### src/rtl/reset_seq_pkg.sv
// Shared constants for the reset sequencer: FSM state encodings and default timing.
package reset_seq_pkg;

  localparam logic [1:0] ST_WAIT    = 2'd0;
  localparam logic [1:0] ST_ASSERT  = 2'd1;
  localparam logic [1:0] ST_RELEASE = 2'd2;
  localparam logic [1:0] ST_DONE    = 2'd3;

  localparam int DEF_NUM_CH          = 4;
  localparam int DEF_PRE_CYCLES      = 10;
  localparam int DEF_PULSE_CYCLES    = 5;
  localparam int DEF_STAGGER_CYCLES  = 2;
  localparam int DEF_DEBOUNCE_CYCLES = 4;
  localparam int DEF_CNT_W           = 16;

  // Channel index width: enough for the largest legal channel count (16).
  localparam int CH_IDX_W = 4;

endpackage

### src/rtl/button_debouncer.sv
// Two-flop synchronizer plus counting debouncer for the manual re-trigger button.
// Emits the stable level and a one-cycle pulse on each debounced rising edge.
module button_debouncer #(
  parameter int DEBOUNCE_CYCLES = 4,
  parameter int CNT_W           = 16
) (
  input  logic Clock,
  input  logic Reset,
  input  logic iButton,
  output logic oLevel,
  output logic oPress
);

  localparam logic [CNT_W-1:0] C_LAST = CNT_W'(DEBOUNCE_CYCLES - 1);

  logic             r_sync1;
  logic             r_sync2;
  logic             r_level;
  logic             r_press;
  logic [CNT_W-1:0] r_cnt;

  always_ff @(posedge Clock) begin
    if (Reset) begin
      r_sync1 <= 1'b0;
      r_sync2 <= 1'b0;
      r_level <= 1'b0;
      r_press <= 1'b0;
      r_cnt   <= '0;
    end else begin
      r_sync1 <= iButton;
      r_sync2 <= r_sync1;
      r_press <= 1'b0;
      // Any sample agreeing with the stable level restarts the count.
      if (r_sync2 != r_level) begin
        if (r_cnt >= C_LAST) begin
          r_level <= r_sync2;
          r_press <= r_sync2;
          r_cnt   <= '0;
        end else begin
          r_cnt <= r_cnt + CNT_W'(1);
        end
      end else begin
        r_cnt <= '0;
      end
    end
  end

  assign oLevel = r_level;
  assign oPress = r_press;

endmodule

### src/rtl/reset_sequencer.sv
// Power-on / manual reset sequencer: idle, assert all channels, then release
// them one by one with a fixed stagger; a debounced button press re-runs it from DONE.
module reset_sequencer
  import reset_seq_pkg::*;
#(
  parameter int NUM_CH          = DEF_NUM_CH,
  parameter int PRE_CYCLES      = DEF_PRE_CYCLES,
  parameter int PULSE_CYCLES    = DEF_PULSE_CYCLES,
  parameter int STAGGER_CYCLES  = DEF_STAGGER_CYCLES,
  parameter int DEBOUNCE_CYCLES = DEF_DEBOUNCE_CYCLES,
  parameter int CNT_W           = DEF_CNT_W
) (
  input  logic              Clock,
  input  logic              Reset,
  input  logic              iButton,
  output logic [NUM_CH-1:0] oResetCh,
  output logic              oBusy,
  output logic              oDone,
  output logic [1:0]        oState
);

  localparam logic [CNT_W-1:0]    C_PRE_LAST   = CNT_W'(PRE_CYCLES - 1);
  localparam logic [CNT_W-1:0]    C_PULSE_LAST = CNT_W'(PULSE_CYCLES - 1);
  localparam logic [CNT_W-1:0]    C_STAG_LAST  = (STAGGER_CYCLES > 0) ? CNT_W'(STAGGER_CYCLES - 1) : '0;
  localparam logic [CH_IDX_W-1:0] C_LAST_CH    = CH_IDX_W'(NUM_CH - 1);
  localparam bit                  C_ALL_AT_ONCE = (STAGGER_CYCLES == 0) || (NUM_CH == 1);

  logic                w_level;
  logic                w_press;
  logic                w_press_ok;

  logic [1:0]          r_state;
  logic [CNT_W-1:0]    r_cnt;
  logic [CH_IDX_W-1:0] r_idx;
  logic                r_rst_ch [NUM_CH];

  logic [1:0]          w_state_next;
  logic [CNT_W-1:0]    w_cnt_next;
  logic [CNT_W-1:0]    w_cnt_inc;
  logic [CH_IDX_W-1:0] w_idx_next;
  logic                w_set_all;
  logic [NUM_CH-1:0]   w_clr_mask;

  button_debouncer #(
    .DEBOUNCE_CYCLES (DEBOUNCE_CYCLES),
    .CNT_W           (CNT_W)
  ) u_button (
    .Clock   (Clock),
    .Reset   (Reset),
    .iButton (iButton),
    .oLevel  (w_level),
    .oPress  (w_press)
  );

  // The press pulse and the new high level are registered together.
  assign w_press_ok = w_press & w_level;

  assign w_cnt_inc = (&r_cnt) ? r_cnt : (r_cnt + CNT_W'(1));

  always_comb begin
    w_state_next = r_state;
    w_cnt_next   = w_cnt_inc;
    w_idx_next   = r_idx;
    w_set_all    = 1'b0;
    w_clr_mask   = '0;
    case (r_state)
      ST_WAIT: begin
        if (r_cnt >= C_PRE_LAST) begin
          w_state_next = ST_ASSERT;
          w_cnt_next   = '0;
          w_set_all    = 1'b1;
        end
      end
      ST_ASSERT: begin
        if (r_cnt >= C_PULSE_LAST) begin
          w_cnt_next = '0;
          if (C_ALL_AT_ONCE) begin
            w_clr_mask   = '1;
            w_state_next = ST_DONE;
          end else begin
            w_clr_mask   = NUM_CH'(1);
            w_idx_next   = CH_IDX_W'(1);
            w_state_next = ST_RELEASE;
          end
        end
      end
      ST_RELEASE: begin
        if (r_cnt >= C_STAG_LAST) begin
          w_clr_mask = NUM_CH'(1) << r_idx;
          w_cnt_next = '0;
          if (r_idx >= C_LAST_CH) begin
            w_state_next = ST_DONE;
          end else begin
            w_idx_next = r_idx + CH_IDX_W'(1);
          end
        end
      end
      default: begin
        // DONE: only a debounced press restarts; presses elsewhere are dropped.
        if (w_press_ok) begin
          w_state_next = ST_ASSERT;
          w_cnt_next   = '0;
          w_idx_next   = '0;
          w_set_all    = 1'b1;
        end
      end
    endcase
  end

  always_ff @(posedge Clock) begin
    if (Reset) begin
      r_state <= ST_WAIT;
      r_cnt   <= '0;
      r_idx   <= '0;
    end else begin
      r_state <= w_state_next;
      r_cnt   <= w_cnt_next;
      r_idx   <= w_idx_next;
    end
  end

  generate
    for (genvar gi = 0; gi < NUM_CH; gi++) begin : g_ch
      always_ff @(posedge Clock) begin
        if (Reset) begin
          r_rst_ch[gi] <= 1'b0;
        end else if (w_set_all) begin
          r_rst_ch[gi] <= 1'b1;
        end else if (w_clr_mask[gi]) begin
          r_rst_ch[gi] <= 1'b0;
        end
      end
      assign oResetCh[gi] = r_rst_ch[gi];
    end
  endgenerate

  assign oState = r_state;
  assign oBusy  = (r_state != ST_DONE);
  assign oDone  = (r_state == ST_DONE);

endmodule

### config.mk
export PLATFORM = sky130hd
export DESIGN_NAME = reset_sequencer
export DESIGN_NICKNAME = d
export VERILOG_FILES = /design/src/rtl/reset_seq_pkg.sv /design/src/rtl/button_debouncer.sv /design/src/rtl/reset_sequencer.sv
export SDC_FILE = /design/constraint.sdc
export NUM_CORES = 1
export LEC_CHECK = 0
export CORE_ASPECT_RATIO = 1.5
export CORE_UTILIZATION = 30
export DETAILED_ROUTE_END_ITERATION = 10
export GPL_TIMING_DRIVEN = 0
export PLACE_DENSITY_LB_ADDON = 0.05
export SLEW_MARGIN = 5
export SYNTH_ARGS = -nofsm -noshare
export SYNTH_HDL_FRONTEND = slang
export SYNTH_SLANG_ARGS = --single-unit
### constraint.sdc
create_clock -name Clock -period 1.95 [get_ports Clock]
set_input_delay 0.585 -clock Clock [delete_from_list [all_inputs] [get_ports Clock]]
set_output_delay 0.585 -clock Clock [all_outputs]
set_load 0.02 [all_outputs]
==> impl_metrics.tcl <==
set metrics [dict create \
    routedWlPerCell_um 13.3 \
    final-max-slew-violation-count 0 \
    end_kind "flop" \
    rows 36 \
    postRouteAntennaNets 0 \
    cts-buffers-inserted 5 \
    dpl_cell_area_sq_um 2330 \
    avgSynthCellArea_sq_um 9.52 \
    routed_wl_um 4440 \
    leakage_nw 1.07 \
    clkSinkCount 46 \
    cts.hold.buffers_added 0 \
    r2r_start "r_cnt[0]" \
    cp.arrival_ps 1980 \
    drv_cap 0 \
    fin_cells 333 \
    fillCellCount 674 \
    ys_seq_area_frac 0.461 \
    dieArea_sq_um 7290 \
    synth_cell_type_count 48 \
    drt_iter0_drc 61 \
    path_clk_slew_ps 90 \
    worstHoldStart "u_button.r_cnt[0]" \
    drtPass1Iterations 4 \
    whs_endpoint "u_button.r_cnt[0]" \
    diodes 0 \
    setup_slack_ps 18.6 \
    core_area_sq_um 6620 \
    clock_path_buffers 2 \
    fin_crit_sh 0.990 \
    drive_gt1_frac 0.222 \
    relSlewSlack 0.662 \
    grt_max_degree 17 \
    clock_latency_ps 300 \
    grt.total_usage 0.125 \
    syn_area_sq_um 2080 \
    crit_fanout 6 \
    place_ws_ps -370 \
    synth_seq_cells 46 \
    start_util 0.315 \
    root_buffer "clkbuf_8" \
    vias_per_cell 4.89 \
    hold_violations 0 \
    final.setup_skew_ps 8.79 \
    antenna_found_initial 0 \
    synthArstFlopShare 0 \
    fmaxAchievable_mhz 518 \
    netlist_instances 219 \
    synth_flop_cell "dfxtp_1" \
    remaining_drc_errors 0 \
    status "finished clean" \
    critPathKind "flop to flop" \
    r2r-end "r_rst_ch[0]" \
    ir_worst_vdd_mv 0.460 \
    nNetsFinal 269 \
    rsz0062_at_grt "yes" \
    io_pins 11 \
    r2r_cells 7 \
    fin_crit_ps 1930 \
    chipHeight_um 104 \
    gp_congestion 0.733 \
    cts_tree "built" \
    synth_edf_count 4 \
    hold_class "flop to flop" \
    hold_depth 1 \
    final_area_sq_um 2650 \
    syn2layout_area_growth_pct 27.0 \
    setup_viol 0 \
    yosysWarnings 0 \
    port_buffers 10 \
    die_x_um 70.1 \
    rrSetupSlack_ps 20 \
    power.density_nw_per_um2 859 \
    vias 1629 \
    worst_pin_slew_ps 506 \
    grt_pass1_wl_um 7270 \
    gr-total-overflow 0 \
    fin_hold_ws_ps 437 \
    dpl.cell_count 318 \
    grt_pass1_vias 1500 \
    htreeDepth 2 \
    hpwlAfterDp_um 3100 \
    start_kind "flop" \
    critPathRequiredTime_ps 2000 \
]
-- layer usage --
metal / GRT usage / share of wire / wire length (um) / vias to the layer above
met1: 0.152 / 0.46 / 2020 / 762
met2: 0.213 / 0.50 / 2230 / 17
li1: - / - / - / 843
met4: 0.0471 / 0.018 / 78 / 0
met3: 0.0271 / 0.023 / 103 / 7
met5: 0 / 0 / 0 / -
-- metrics by stage --
step,total power [mW],TNS (ps),util
floorplan,1.40,0,-
global placement,1.52,-4700,0.352
detailed placement,1.52,-4450,0.352
CTS,2.19,-26.0,0.375
global route,2.41,-171,0.400
finish,2.27,0,0.400
-- cell usage in the layout, fill, tap and decap left out, drive strengths merged, types with 5 or more instances in the layout --
master | netlist | final
nand2 | 14 | 14
o21ai | 5 | 5
nor2 | 28 | 28
buf | 7 | 16
ha | 10 | 10
inv | 11 | 12
nor4 | 9 | 9
clkbuf | 4 | 7
conb | 1 | 14
dlymetal6s2s | 0 | 5
nand3 | 12 | 12
dfxtp | 42 | 42
xnor2 | 7 | 7
a31oi | 7 | 7
a21oi | 10 | 10
nor3 | 6 | 6
a211oi | 6 | 6
-- flip-flops by register name, summed over array words and instances, names as in the netlist --
signal            cells
u_button.r_sync2      1
u_button.r_sync1      1
u_button.oLevel       1
r_rst_ch              4
u_button.oPress       1
oState                2
r_idx                 4
r_cnt                16
u_button.r_cnt       16
-- repair_timing --
action,CTS,global route
setup endpoints to repair,25,30
setup buffers,1,7
pin swaps,1,7
gates cloned,0,0
gates resized for setup,15,34
-- layout make-up --
type / count / area (sq um) / area share
Multi-Input combinational cell: 164 / 1190 / 0.452
Timing Repair Buffer: 18 / 169 / 0.0638
Clock inverter: 3 / 25.0 / 0.00946
Clock buffer: 5 / 68.8 / 0.0260
Buffer: 10 / 72.6 / 0.0274
Sequential cell: 46 / 980 / 0.370
Tap cell: 76 / 95.1 / 0.0359
Inverter: 11 / 41.3 / 0.0156
-- worst max-delay path by stage --
| stage | to | slack [ps] | depth (start not counted) | startpoint |
|---|---|---|---|---|
| after CTS | r_rst_ch[0] | -30 | 7 | r_cnt[0] |
| final | r_rst_ch[0] | 20 | 7 | r_cnt[0] |
| after floorplan | r_rst_ch[0] | 20 | 5 | oState[1] |
| after global routing | r_rst_ch[0] | -80 | 7 | r_cnt[0] |
| after detailed placement | r_rst_ch[3] | -370 | 4 | Reset |
| after global placement | r_rst_ch[1] | -390 | 4 | Reset |
-- kinds of logic (layout without fill, tap and decap cells) --
| family | after synthesis | count (layout) | share of synthesized area |
|---|---|---|---|
| AO/OA/AOI/OAI | 38 | 38 | 0.133 |
| XOR/XNOR | 7 | 7 | 0.0294 |
| adder cells (fa/ha/maj) | 10 | 10 | 0.0600 |
| buffers and inverters | 22 | 47 | 0.0522 |
| flip-flops | 46 | 46 | 0.461 |
| multiplexers | 5 | 5 | 0.0246 |
| other | 1 | 14 | 0.00180 |
| AND/OR/NAND/NOR | 90 | 90 | 0.238 |
-- Yosys cell counts, drive strengths merged, types with 2 or more instances --
cell    number  area share
inv         11       0.020
nor4b        2       0.011
ha          10       0.060
nor3         6       0.014
o21ai        5       0.014
clkbuf       4      0.0078
buf          7       0.025
mux2i        4       0.019
a21boi       2      0.0072
edfxtp       4       0.058
dfxtp       42        0.40
a31oi        7       0.021
and3         4       0.012
a211oi       6       0.026
nand3       12       0.029
xnor2        7       0.029
nor4         9       0.044
nor2b        2      0.0060
nand2b       2      0.0060
a311oi       2       0.011
nand2       14       0.025
nand4        4       0.012
nor2        28       0.050
nor3b        2      0.0072
a21oi       10       0.024
-- where the power goes --
group          total [mW]  switching [mW]  internal, mW
Combinational       0.575           0.312         0.264
Clock               0.617           0.358         0.259
Sequential           1.08          0.0595          1.02
Total                2.27           0.729          1.55
-- critical path: stages, from the launching register on --
cell and delay, ps:
dfxtp_4 380, inv_2 70, ha_4 150, nor3b_2 180, o21ai_2 90, o211a_1 280, a311oi_4 370, o311ai_2 170
Note: power is estimated with default switching activity, not from simulation.
